$ cat config.mk
export PLATFORM = sky130hd
export DESIGN_NAME = frame_buffer_arbiter
export DESIGN_NICKNAME = d
export VERILOG_FILES = /design/src/rtl/frame_buffer_arbiter.sv
export SDC_FILE = /design/constraint.sdc
export NUM_CORES = 1
export LEC_CHECK = 0
export ABC_AREA = 1
export CAP_MARGIN = 20
export CORE_UTILIZATION = 39
export DETAILED_ROUTE_END_ITERATION = 8
export PLACE_DENSITY = 0.82
export SYNTH_ARGS = -nofsm -noshare
export SYNTH_HDL_FRONTEND = slang
export SYNTH_SLANG_ARGS = --single-unit
$ cat constraint.sdc
create_clock -name clk -period 1.85 [get_ports clk]
set_input_delay 0.2775 -clock clk [delete_from_list [all_inputs] [get_ports clk]]
set_output_delay 0.2775 -clock clk [all_outputs]
set_load 0.005 [all_outputs]
$ cat src/rtl/frame_buffer_arbiter.sv
// Frame buffer arbiter: a clear engine fills the whole buffer with one
// colour, and raster writes and transfer reads share the single memory port
// through a round-robin arbiter while no clear is running.
//
// Handshake: a requester holds req (with its address/data stable) until it
// sees its gnt high in the same cycle. The grant is combinational and the
// request is considered accepted in that cycle. The memory access follows on
// the fb_* port one cycle later. Read data returns on xfer_rdata with
// xfer_rvalid two cycles after the grant.

`ifndef FRAME_BUFFER_ADDR_SIZE
`define FRAME_BUFFER_ADDR_SIZE 4
`endif
`ifndef WIDTH
`define WIDTH 4
`endif
`ifndef HEIGHT
`define HEIGHT 4
`endif

module frame_buffer_arbiter #(
    parameter int ADDR_W     = `FRAME_BUFFER_ADDR_SIZE,
    parameter int NUM_PIXELS = `WIDTH*`HEIGHT
) (
    input  logic              clk,
    input  logic              n_rst,
    // clear request port
    input  logic              clear_req,
    input  logic [23:0]       clear_color,
    output logic              clear_busy,
    output logic              clear_done,
    // raster write port
    input  logic              raster_req,
    input  logic [ADDR_W-1:0] raster_addr,
    input  logic [23:0]       raster_color,
    output logic              raster_gnt,
    // transfer read port
    input  logic              xfer_req,
    input  logic [ADDR_W-1:0] xfer_addr,
    output logic              xfer_gnt,
    output logic [31:0]       xfer_rdata,
    output logic              xfer_rvalid,
    // frame buffer memory port
    output logic [ADDR_W-1:0] fb_addr,
    output logic [23:0]       fb_wdata,
    output logic              fb_we,
    output logic              fb_re,
    input  logic [23:0]       fb_rdata,
    // FSM state for debug / checkers
    output logic [1:0]        dbg_state
);

    typedef enum logic [1:0] {
        IDLE  = 2'd0,
        CLEAR = 2'd1,
        DONE  = 2'd2
    } state_t;

    localparam logic [ADDR_W-1:0] LAST_ADDR = ADDR_W'(NUM_PIXELS - 1);

    state_t            state_q, state_d;
    logic [ADDR_W-1:0] cnt_q, cnt_d;
    logic [23:0]       color_q, color_d;
    // 1 when the transfer port won the most recent arbitration
    logic              last_xfer_q, last_xfer_d;

    logic              fb_we_q, fb_we_d;
    logic              fb_re_q, fb_re_d;
    logic [ADDR_W-1:0] fb_addr_q, fb_addr_d;
    logic [23:0]       fb_wdata_q, fb_wdata_d;
    logic              rvalid_q;

    logic              raster_gnt_c, xfer_gnt_c;

    // Next-state, arbitration and next memory-port command
    always_comb begin
        state_d      = state_q;
        cnt_d        = cnt_q;
        color_d      = color_q;
        last_xfer_d  = last_xfer_q;
        raster_gnt_c = 1'b0;
        xfer_gnt_c   = 1'b0;
        fb_we_d      = 1'b0;
        fb_re_d      = 1'b0;
        fb_addr_d    = '0;
        fb_wdata_d   = '0;
        case (state_q)
            IDLE: begin
                if (clear_req) begin
                    // A clear request takes the cycle; nobody is granted.
                    state_d = CLEAR;
                    cnt_d   = '0;
                    color_d = clear_color;
                end else if (raster_req && (!xfer_req || last_xfer_q)) begin
                    raster_gnt_c = 1'b1;
                    last_xfer_d  = 1'b0;
                    fb_we_d      = 1'b1;
                    fb_addr_d    = raster_addr;
                    fb_wdata_d   = raster_color;
                end else if (xfer_req) begin
                    xfer_gnt_c  = 1'b1;
                    last_xfer_d = 1'b1;
                    fb_re_d     = 1'b1;
                    fb_addr_d   = xfer_addr;
                end
            end
            CLEAR: begin
                // One fill write per cycle; the counter stops on the last word.
                fb_we_d    = 1'b1;
                fb_addr_d  = cnt_q;
                fb_wdata_d = color_q;
                if (cnt_q == LAST_ADDR) begin
                    state_d = DONE;
                end else begin
                    cnt_d = cnt_q + ADDR_W'(1);
                end
            end
            DONE: begin
                state_d = IDLE;
            end
            default: begin
                state_d = IDLE;
            end
        endcase
    end

    // FSM state, clear counter, latched colour and round-robin pointer
    always_ff @(posedge clk or negedge n_rst) begin
        if (!n_rst) begin
            state_q     <= IDLE;
            cnt_q       <= '0;
            color_q     <= '0;
            last_xfer_q <= 1'b1;
        end else begin
            state_q     <= state_d;
            cnt_q       <= cnt_d;
            color_q     <= color_d;
            last_xfer_q <= last_xfer_d;
        end
    end

    // Registered memory command, and read-return tracking one cycle behind it
    always_ff @(posedge clk or negedge n_rst) begin
        if (!n_rst) begin
            fb_we_q    <= 1'b0;
            fb_re_q    <= 1'b0;
            fb_addr_q  <= '0;
            fb_wdata_q <= '0;
            rvalid_q   <= 1'b0;
        end else begin
            fb_we_q    <= fb_we_d;
            fb_re_q    <= fb_re_d;
            fb_addr_q  <= fb_addr_d;
            fb_wdata_q <= fb_wdata_d;
            rvalid_q   <= fb_re_q;
        end
    end

    // Grants are gated by reset so every output is low while n_rst is low.
    assign raster_gnt  = n_rst & raster_gnt_c;
    assign xfer_gnt    = n_rst & xfer_gnt_c;
    assign clear_busy  = (state_q == CLEAR) || (state_q == DONE);
    assign clear_done  = (state_q == DONE);
    assign fb_we       = fb_we_q;
    assign fb_re       = fb_re_q;
    assign fb_addr     = fb_addr_q;
    assign fb_wdata    = fb_wdata_q;
    assign xfer_rvalid = rvalid_q;
    assign xfer_rdata  = rvalid_q ? {8'h00, fb_rdata} : 32'h0;
    assign dbg_state   = state_q;

endmodule

==> out/qor.yml <==
die_w_um: 87.3
grt-ovfl-total: 0
worstPathRequired_ns: 1.57
tritoncts: "done"
avgSynthCellArea_um2: 7.70
h-tree-depth: 3
drc: 0
max_stage_delay_ns: 0.49
peakVddDrop_v: 0.000669
clock_skew_ns: 0.0120
p_per_area_nw_per_um2: 1160
crit_path_end_kind: "primary output"
antenna_found_initial: 0
power.total_mw: 5.39
vias: 2877
critPathTopFamily: "buffers and inverters"
drtPass1Iterations: 4
synth_top_area_frac: 0.537
viasPerCell: 4.61
wl_per_cell_um: 13.8
start_kind: "register"
numCtsBuffers: 9
track_usage: 0.234
syn_to_final_growth_pct: 63.7
die_h_um: 87.3
drt_wl_total_mm: 8.64
grt_max_degree: 63
portBuffers: 145
cts.clk_slew.worst_paths_ns: 0.07
hold_viol_final: 0
tightest_slew_ns: 0.784
status: "finished clean"
clk_path_buf_depth: 2
grt_pass1_vias: 2914
initial_core_util: 0.411
crit_buf_inv: 3
path_class: "reg2out"
rows: 30
grt_pass1_wl_mm: 13.5
synth_area_leader_cell: "dfrtp_1"
path_cells: "clkbuf_16 -> nand2_1 -> inv_1 -> clkdlybuf4s50_1"
finalCriticalPeriod_ns: 1.82
cts_sinks: 62
ys_seq_area_frac: 0.547
routabilityCongestion: 0.837
yosys_register_bits: 62
drv_cap: 0
setup_viol: 0
drt_iter0_markers: 158
grtUsageMet1: 0.246
worst-path-max-fanout: 12
hold_class: "in2async"
diodes: 0
ctsHoldBuffers: 0
relSlewSlack: 0.477
ctsRootBufferMaster: "clkbuf_8"
worst_path_max_delay_cell: "clkdlybuf4s50_1"
core_um2: 6910
drive_gt1_frac: 0.0833
use_met3: 0.0578
max_freq_mhz: 551
power.leakage_nw: 2.58
synth_warnings: 0
synthDistinctLibCells: 17
antenna_left: 0
dp_hpwl_mm: 6.27
arrival_ns: 1.54
post-route-period-util: 0.982
nNetsFinal: 612
grtUsageMet2: 0.452
final_core_util: 0.673
slew_viol_final: 0
synth.area.top_cells: "dfrtp_1 54%, nand2_1 25%, nand3_1 6.2%, inv_1 5.0%, buf_4 2.4%"
ioPinCount: 154
syn-cell-area_um2: 2840
synthCells: 369
dieArea_um2: 7630
grt.busiest_layer: "met2"
clock_latency_ns: 0.33
==> cell usage in the layout, fill, tap and decap left out, types with 2 or more instances in the layout <==
| cell | netlist | routed |
|---|---|---|
| buf_4 | 9 | 12 |
| clkbuf_8 | 0 | 9 |
| clkdlybuf4s50_1 | 0 | 136 |
| clkinv_2 | 0 | 3 |
| clkinv_4 | 0 | 2 |
| conb_1 | 1 | 8 |
| dfrtp_1 | 61 | 60 |
| dlymetal6s2s_1 | 0 | 6 |
| ha_1 | 4 | 3 |
| inv_1 | 38 | 36 |
| inv_2 | 3 | 5 |
| nand2_1 | 189 | 188 |
| nand2_2 | 1 | 2 |
| nand3_1 | 35 | 35 |
| nor2_1 | 8 | 7 |
| nor2_2 | 2 | 2 |
==> stage by stage <==
stage / cell area [um2] / setup slack, ns / TNS (ns) / hold slack, ns / std cells
3_5_place_dp: 4390 / -0.0196 / -0.0377 / 0.362 / 606
5_1_grt: 4650 / -0.0111 / -0.0234 / 0.242 / 624
3_3_place_gp: 4390 / 0.0212 / 0 / 0.359 / 606
2_1_floorplan: 2870 / 0.354 / 0 / -0.0181 / 376
6_report: 4650 / 0.0337 / 0 / 0.179 / 624
4_1_cts: 4580 / 0.00572 / 0 / 0.212 / 622
==> layer usage <==
metal  up-vias  wire length, um
met1      1353             3230
met3        12              659
met5         -                0
li1       1392                -
met4         0              108
met2       120             4650
==> area by class of cell <==
| type | instances | area [um2] |
|---|---|---|
| tap | 96 | 120 |
| sequential | 62 | 1550 |
| inverter | 41 | 154 |
| multi-input combinational | 250 | 1050 |
| timing repair buffer | 159 | 1600 |
| clock buffer | 9 | 124 |
| clock inverter | 7 | 48.8 |
| fill | 576 | 2260 |
==> repair_timing <==
action	in CTS	in global routing
pin swaps	0	2
buffers inserted	0	1
gates cloned	0	1
gates resized for setup	7	13
setup endpoints to repair	11	16
==> state kept, by name (all words and copies together), names as in the netlist <==
register / count
fb_re: 1
last_xfer_q: 1
fb_we: 1
fb_addr: 4
cnt_q: 4
dbg_state: 2
color_q: 24
fb_wdata: 24
xfer_rvalid: 1
==> cell families after synthesis <==
group	after synthesis	share of synthesized area
simple gates	237	0.333
buf+inv	64	0.100
flops	62	0.547
fa+ha+maj	4	0.0176
compound gates	1	0.00176
other cells	1	0.00132
==> report_power, final <==
part	total, mW	switching [mW]	internal [mW]
registers	2.16	0.260	1.90
logic	2.20	1.05	1.14
clock network	1.03	0.546	0.487
==> synthesized netlist by cell type <==
| master | number |
|---|---|
| conb_1 | 1 |
| nor2_1 | 8 |
| buf_4 | 9 |
| inv_1 | 38 |
| dfstp_2 | 1 |
| o21ai_1 | 1 |
| clkbuf_1 | 6 |
| nand2_2 | 1 |
| nand2_1 | 189 |
| inv_2 | 3 |
| nor2_2 | 2 |
| nand4_1 | 1 |
| dfrtp_1 | 61 |
| ha_1 | 4 |
| buf_2 | 8 |
| nand3_1 | 35 |
| nor3_1 | 1 |
==> path summary, 6_finish.rpt <==
check	start	end	slack, ns	depth (start not counted)
setup / recovery	xfer_rvalid$_DFF_PN0_	xfer_rdata[16]	0.03	4
hold reg to reg	fb_re$_DFF_PN0_	xfer_rvalid$_DFF_PN0_	0.38	0
setup reg to reg	dbg_state[1]$_DFFE_PN0P_	cnt_q[2]$_DFFE_PN0P_	0.31	9
hold / removal	n_rst	fb_wdata[0]$_DFF_PN0_	0.18	2
min in group clk	fb_re$_DFF_PN0_	xfer_rvalid$_DFF_PN0_	0.38	0
max in group asynchronous	n_rst	xfer_rvalid$_DFF_PN0_	1.14	2
==> worst reg2reg max path, stage by stage (launching register included) <==
cell	delay, ns
dfrtp_1	0.39
inv_2	0.08
ha_4	0.16
inv_2	0.05
nor2_4	0.09
buf_4	0.34
nor2_1	0.09
nand2_1	0.14
nand2_1	0.06
nand2_1	0.07
Note: power is estimated with default switching activity, not from simulation.
